## src/rtl/fifo_rv_thresh.sv

```systemverilog
// ----------------------------------------------------------------------------
// fifo_rv_thresh
//   Synchronous ready/valid FIFO with first-word-fall-through read data,
//   registered occupancy count, almost-full / almost-empty threshold flags
//   and optional sticky overflow / underflow error flags.
//
// Parameters
//   DEPTH      number of entries (power of two, >= 2)
//   WIDTH      data bits per entry
//   AF_THRESH  almost_full when count >= AF_THRESH (1..DEPTH)
//   AE_THRESH  almost_empty when count <= AE_THRESH (0..DEPTH-1)
//
// Ports
//   clk           clock, all state updates on rising edge
//   reset         synchronous active-high reset (highest priority)
//   flush         synchronous discard of all contents (over push/pop)
//   in_valid      write request
//   in_ready      write accepted when high (not full)
//   in_data       write data
//   out_valid     read data available (not empty)
//   out_ready     read acknowledge
//   out_data      oldest entry while out_valid, else zero
//   count         current occupancy, 0..DEPTH
//   almost_full   count >= AF_THRESH
//   almost_empty  count <= AE_THRESH
//   overflow      sticky: write attempted while full
//   underflow     sticky: read attempted while empty
//
// Build option
//   FIFO_RV_THRESH_ERR_FLAGS_EN  when defined, overflow/underflow are sticky
//                                registered flags; otherwise tied to 0.
// ----------------------------------------------------------------------------
module fifo_rv_thresh #(
    parameter int DEPTH     = 8,
    parameter int WIDTH     = 32,
    parameter int AF_THRESH = DEPTH - 1,
    parameter int AE_THRESH = 1
) (
    input  logic                       clk,
    input  logic                       reset,
    input  logic                       flush,
    input  logic                       in_valid,
    output logic                       in_ready,
    input  logic [WIDTH-1:0]           in_data,
    output logic                       out_valid,
    input  logic                       out_ready,
    output logic [WIDTH-1:0]           out_data,
    output logic [$clog2(DEPTH):0]     count,
    output logic                       almost_full,
    output logic                       almost_empty,
    output logic                       overflow,
    output logic                       underflow
);

    localparam int AW = $clog2(DEPTH);
    localparam int PW = AW + 1;

    localparam logic [PW-1:0] AF_LVL = PW'(AF_THRESH);
    localparam logic [PW-1:0] AE_LVL = PW'(AE_THRESH);

    // ------------------------------------------------------------------------
    // State
    // ------------------------------------------------------------------------
    logic [WIDTH-1:0] mem_q [DEPTH];

    logic [PW-1:0] wr_ptr_q, wr_ptr_d;
    logic [PW-1:0] rd_ptr_q, rd_ptr_d;
    logic [PW-1:0] count_q,  count_d;

    logic [AW-1:0] wr_idx;
    logic [AW-1:0] rd_idx;
    logic          full;
    logic          empty;
    logic          push;
    logic          pop;

    assign wr_idx = wr_ptr_q[AW-1:0];
    assign rd_idx = rd_ptr_q[AW-1:0];

    // Pointers carry one extra wrap bit: equal means empty, differing only
    // in the wrap bit means full.
    assign empty = (wr_ptr_q == rd_ptr_q);
    assign full  = (wr_ptr_q[AW] != rd_ptr_q[AW]) && (wr_idx == rd_idx);

    // Handshake outputs come from registered state only, so neither flush
    // nor out_ready reaches in_ready combinationally.
    assign in_ready  = ~full;
    assign out_valid = ~empty;

    assign push = in_valid  & in_ready;
    assign pop  = out_valid & out_ready;

    // ------------------------------------------------------------------------
    // Next-state logic
    // ------------------------------------------------------------------------
    always_comb begin
        wr_ptr_d = wr_ptr_q;
        rd_ptr_d = rd_ptr_q;
        count_d  = count_q;

        if (flush) begin
            wr_ptr_d = '0;
            rd_ptr_d = '0;
            count_d  = '0;
        end else begin
            if (push) begin
                wr_ptr_d = wr_ptr_q + PW'(1);
            end
            if (pop) begin
                rd_ptr_d = rd_ptr_q + PW'(1);
            end
            if (push && !pop) begin
                count_d = count_q + PW'(1);
            end else if (pop && !push) begin
                count_d = count_q - PW'(1);
            end
        end
    end

    always_ff @(posedge clk) begin
        if (reset) begin
            wr_ptr_q <= '0;
            rd_ptr_q <= '0;
            count_q  <= '0;
        end else begin
            wr_ptr_q <= wr_ptr_d;
            rd_ptr_q <= rd_ptr_d;
            count_q  <= count_d;
        end
    end

    // Storage is deliberately not reset; resetting the pointers is enough
    // to discard the contents.
    always_ff @(posedge clk) begin
        if (push && !flush && !reset) begin
            mem_q[wr_idx] <= in_data;
        end
    end

    // ------------------------------------------------------------------------
    // Outputs
    // ------------------------------------------------------------------------
    assign out_data     = out_valid ? mem_q[rd_idx] : '0;
    assign count        = count_q;
    assign almost_full  = (count_q >= AF_LVL);
    assign almost_empty = (count_q <= AE_LVL);

`ifdef FIFO_RV_THRESH_ERR_FLAGS_EN
    logic overflow_q,  overflow_d;
    logic underflow_q, underflow_d;

    always_comb begin
        overflow_d  = overflow_q;
        underflow_d = underflow_q;
        if (flush) begin
            overflow_d  = 1'b0;
            underflow_d = 1'b0;
        end else begin
            if (in_valid && !in_ready) begin
                overflow_d = 1'b1;
            end
            if (out_ready && !out_valid) begin
                underflow_d = 1'b1;
            end
        end
    end

    always_ff @(posedge clk) begin
        if (reset) begin
            overflow_q  <= 1'b0;
            underflow_q <= 1'b0;
        end else begin
            overflow_q  <= overflow_d;
            underflow_q <= underflow_d;
        end
    end

    assign overflow  = overflow_q;
    assign underflow = underflow_q;
`else
    assign overflow  = 1'b0;
    assign underflow = 1'b0;
`endif

endmodule

```

## config.mk

```make
export PLATFORM = sky130hd
export DESIGN_NAME = fifo_rv_thresh
export DESIGN_NICKNAME = d
export VERILOG_FILES = /design/src/rtl/fifo_rv_thresh.sv
export SDC_FILE = /design/constraint.sdc
export NUM_CORES = 1
export LEC_CHECK = 0
export CAP_MARGIN = 20
export CORE_MARGIN = 4
export CORE_UTILIZATION = 45
export DETAILED_ROUTE_END_ITERATION = 10
export GPL_TIMING_DRIVEN = 0
export RECOVER_POWER = 100
export SYNTH_ARGS = -nofsm -noshare
export SYNTH_HDL_FRONTEND = slang
export SYNTH_SLANG_ARGS = --single-unit
```

## constraint.sdc

```tcl
create_clock -name clk -period 4.3 [get_ports clk]
set_input_delay 0.86 -clock clk [delete_from_list [all_inputs] [get_ports clk]]
set_output_delay 0.86 -clock clk [all_outputs]
set_load 0.1 [all_outputs]
```

; Word level (Yosys, flattened, before mapping)
; Memories as Yosys holds them, arrays and structs flattened. A register that Yosys moved wholly into a read port is not among the register bits.
; Cells that the tools add are included.
[totals]
register_bits = 12
latchBits = 0
ram_bits = 256
rom_bits = 0
input_bits = 37
output_inout_bits = 42
wordCells = 35
n_memories = 1
[mem_list]
columns = memory, depth, width, read_ports, rd_clocked_by_memory_dff, write_ports, line_no
row1 = mem_q, 8, 32, 1, 1, 1, 64  ; logic [WIDTH-1:0] mem_q [DEPTH];
[classes]
n_addsub = 4
n_mul = 0
div_mod_pow = 0
order_cmp = 2
eq_ne = 3
n_shift = 0
muxes = 7
n_bitwise = 4
n_reduce_logical = 11
[op_table]
columns = operator, n
row1 = 32-bit two-way mux, 1
row2 = 4-bit by 1-bit adder with 4-bit output (second input constant), 3
row3 = 4-bit two-way mux, 2
row4 = 3-bit two-way mux, 2
row5 = 1-bit logical AND, 5
row6 = 4-bit equality test, 1
row7 = 4-bit by 3-bit >= comparator with 1-bit output (second input constant), 1
row8 = 4-bit by 1-bit <= comparator with 1-bit output (second input constant), 1
row9 = 1-bit zero test, 4
row10 = 4-bit by 1-bit subtractor with 4-bit output (second input constant), 1
row11 = 3-bit equality test, 1
row12 = 1-bit AND, 2
row13 = 1-bit two-way mux, 2
row14 = 1-bit NOT, 2
row15 = 2-bit nonzero test, 1
row16 = 2-bit OR reduction, 1
row17 = 1-bit inequality test, 1

; Longest topological paths before layout
; Gate-level depths: netlist (run 1).
[logic_depth]
depth_word = 8
depth_mapped = 8
depth_no_buf = 7

; Least setup slack after synthesis (run 1)
; No wires, ideal clock.
[synth_timing]
path_type = flip-flop to flip-flop
startpoint = reg wr_ptr_q[0]
endpoint = mem mem_q[4][0] (enable)
setup_ns = 0.461
t_arrival_ns = 4.018
required_time_ns = 3.839
path_slack_ns = -0.179
path_stages_with_launch = 6
n_path_buf = 1
period_less_slack_ns = 4.479
cell_sequence = dfxtp_1 buf_2 xnor2_1 nand4_1 nand3_1 nor3_1
[synth_between]
elab_chain_len = 8
[synth_rtl]
columns = item, line_no
row1 = start: declaration, 66  ; logic [PW-1:0] wr_ptr_q, wr_ptr_d;
row2 = start signal: assignment, 126  ; wr_ptr_q <= wr_ptr_d;
row3 = 3-bit equality test, 83  ; assign full = (wr_ptr_q[AW] != rd_ptr_q[AW]) && (wr_idx == rd_idx);
row4 = 1-bit logical AND, 83
row5 = 1-bit NOT, 87  ; assign in_ready = ~full;
row6 = via in_ready, 43  ; output logic in_ready,
row7 = 1-bit AND, 90  ; assign push = in_valid & in_ready;
row8 = 1-bit logical AND (2 in a row), 135  ; if (push && !flush && !reset) begin
row9 = 1-bit two-way mux, 135
row10 = 1-bit two-way mux (not written as such), 136  ; mem_q[wr_idx] <= in_data;
row11 = end: declaration, 64
; The timed path passes the listed nets, and every way through them passes these cells.

==> reports/summary.txt, run 1 <==
Failing checks -> capacitance limit, slew limit
Yosys cell types -> 35
Vias in the first global route -> 5502
Synth area leaders -> edfxtp_1 72%, mux4_2 14%, mux2i_1 3.1%
Total CTS buffers -> 28
Post-synthesis cell type with the largest combined area -> edfxtp_1
Largest family of logic cells by synthesized area -> multiplexers
CTS root buf -> clkbuf_16
DR pass1 iterations -> 4
RSZ-0062 raised after global routing -> no
Layout cells sized above 1 -> 0.1972
Relative slew slack -> -0.1775
Post-Synth XOR/XNOR Area -> 0.01273
Diode count -> 0
DRC -> 0
Compound-Gate Fraction of Synth Area -> 0.01238
Period utilization -> 0.9487
Final HPWL DP -> 13490 um
Hold WC Path Type -> reg2reg
IO Count -> 79
Max cap viols -> 5
Core footprint -> 22920 sq um
Largest net degree at the start of global routing -> 23
Worst setup SP type -> register
TNS Setup -> 0 ns
Clock Path Buffers -> 3
Post-synthesis cell area -> 10610 sq um
Slowest CP cell -> clkbuf_1
Placed cells -> 916
Post-CTS Setup Inserts -> 0
Synth Flop Type -> edfxtp_1
EDFF count, synth -> 256
Required @ worst endpoint -> 3.44 ns
Later-pin clock latency in the skew report -> 0.53 ns
Actual slew at the worst max-slew pin -> 1.760 ns
CP cell instances -> clkbuf_2, buf_1, mux4_2, mux2i_1, nor2_1, clkbuf_1
First-pass GRT wire length -> 32550 um
Crit path time final -> 4.079 ns
Initial antenna violation count -> 2
Initial DRC count -> 316
Max VDD drop -> 0.3584 mV
Crit path buffers/inverters -> 3
Mux contribution to synthesized area -> 0.1669
Filler cell count -> 1803
Final ANT Viol Nets -> 0
Final max-slew violation count -> 64
GPL Wtd Cong -> 0.7666
DR vias/cell -> 5.344
Post-Route Skew -> 0.01081 ns
TritonCTS clock tree -> built
DIE WIDTH -> 161.6 um
GRT Total Usage -> 0.1647
Area grow syn2layout -> 17.14%
Post-Synth Simple-Gate Area -> 0.03289
Crit-path max FO -> 10
Starting density of the core -> 0.4631
Wirelength per Cell -> 22.10 um
Nets -> 676
Sequential area share after synthesis -> 0.7527
Port Buffers -> 76
Slowest Stage Delay on Critical Path -> 0.89 ns
Critical path class -> reg2out
Die height -> 161.6 um
Fmax -> 0.2451 GHz
Leakage power -> 0.003858 uW
Post-Route WL -> 21380 um
DR vias -> 5168
Final setup viols -> 0
Clock slew at reported path FFs -> 0.06 ns
Outcome -> finished, violations left
# clock sinks -> 271
Critical Path Sink Type -> primary output
Final hold vios -> 0
Arrival time of the worst setup path -> 3.22 ns
Total gr overflow -> 0
Non-filler cells, final -> 967
Pwr Density -> 438.4 nW/um^2
Cells after Synth -> 512
Synth async-reset ratio -> 0
Most common cell in the netlist -> edfxtp_1
Synth top area share -> 0.7244
Commonest cells post-synth -> 256 x edfxtp_1, 64 x mux4_2, 50 x nor2_1
# H-tree levels -> 1
Largest delay contributor family on the critical path -> buffers and inverters
Die area -> 26100 sq um
Final Power -> 5450 uW
Yosys Warn Count -> 0
Seq cells post-synth -> 271
Syn_area_per_cell -> 20.73 sq um
Post-Synth Adder-Cell Area -> 0.007074
Row count -> 55
power by group:
part	switching (uW)	internal (uW)	total (uW)	leakage [uW]
sequential	6.88	2900	2910	0.00243
clock	922	1260	2180	0.000417
combinational	272	87.9	360	0.00101
total	1200	4250	5450	0.00386
sequential cells by signal (all words and copies together) (netlist names), named ones only:
signal and cells:
count 4, mem_q 256, rd_ptr_q 4, wr_ptr_q 4
cell usage in the layout, fill, tap and decap left out, types with 3 or more instances in the layout:
cell,n
xor2_2,3
buf_4,8
a21oi_1,5
xor2_1,4
xnor2_1,5
buf_2,5
clkbuf_2,8
buf_1,8
dlygate4sd3_1,41
nand3_1,6
nor3_1,4
dfxtp_1,15
nor2_1,50
inv_1,6
mux4_2,64
clkdlybuf4s50_1,3
o21ai_0,3
clkinv_2,7
nand2_1,5
ha_1,6
clkinv_1,6
nand4_1,4
mux2i_1,33
edfxtp_1,256
or3_1,4
clkbuf_1,50
clkbuf_16,29
layer usage:
metal  routed length, um  up-vias  global-route usage
met3                1123       34             0.02909
met2               10840      119              0.2828
met5                  16        -                   0
li1                    -     2321                   -
met4                 397        4             0.03761
met1                8995     2690              0.2223
layout make-up:
type                    count  area (sq um)  area share
plain buffers              26         136.4     0.01097
clock buffers              38         779.5     0.06270
clock inverters            13         57.56    0.004630
inverters                   6         22.52    0.001812
multi-input cells         210          2436      0.1960
flip-flops and latches    271          7988      0.6425
well taps                 313         391.6     0.03150
repair buffers             90         620.6     0.04992
worst register-to-register path: cells and delay by family, from the launching register on:
family	cells	cell delay, ns
buffers and inverters	2	0.94
xor gates and xnor gates	1	0.13
DFF	1	0.33
and+or+nand+nor	3	1.71
metrics by stage:
| stage | instance area (sq um) | worst slack [ns] | util | hold slack [ns] |
|---|---|---|---|---|
| 2_1_floorplan | 10620 | -0.1788 | - | 0.4989 |
| 3_3_place_gp | 11770 | -2.713 | 0.5136 | 0.5169 |
| 3_5_place_dp | 12040 | 0.4281 | 0.5255 | 0.5402 |
| 4_1_cts | 12840 | 0.001231 | 0.5604 | 0.5478 |
| 5_1_grt | 12430 | 0.04404 | 0.5425 | 0.5871 |
| 6_report | 12430 | 0.2207 | 0.5425 | 0.5508 |
worst paths after layout:
check	startpoint	to	slack, ns	depth (start not counted)
max reg2reg	wr_ptr_q[0]	mem_q[2][12]	0.80	6
min reg2reg	rd_ptr_q[3]	rd_ptr_q[3]	0.55	2
min	rd_ptr_q[3]	rd_ptr_q[3]	0.55	2
max	register	out_data[3]	0.22	6
cell families after synthesis:
logic type | count (synthesis)
flops | 271
mux | 97
simple gates | 77
buf+inv | 32
compound gates | 16
xor+xnor | 12
fa+ha+maj | 6
other cells | 1
repair_timing:
| action | CTS | global route |
|---|---|---|
| endpoints found under the setup margin | 30 | 2 |
| gates resized for setup | 30 | 2 |
| cloned | 0 | 0 |
| hold buffers | 0 | 0 |
| pin swaps | 0 | 0 |
Power figures use the tool's default switching activity.
==> inputs of run 2 (changes only) <==
--- a/config.mk
+++ b/config.mk
@@ -5,6 +5,7 @@
 export SDC_FILE = /design/constraint.sdc
 export NUM_CORES = 1
 export LEC_CHECK = 0
+export ABC_CLOCK_PERIOD_IN_PS = 4300
 export CAP_MARGIN = 20
 export CORE_MARGIN = 4
 export CORE_UTILIZATION = 45
==> results of run 2 <==
The final DEF is identical to that of run 1; final timing and power are the same.
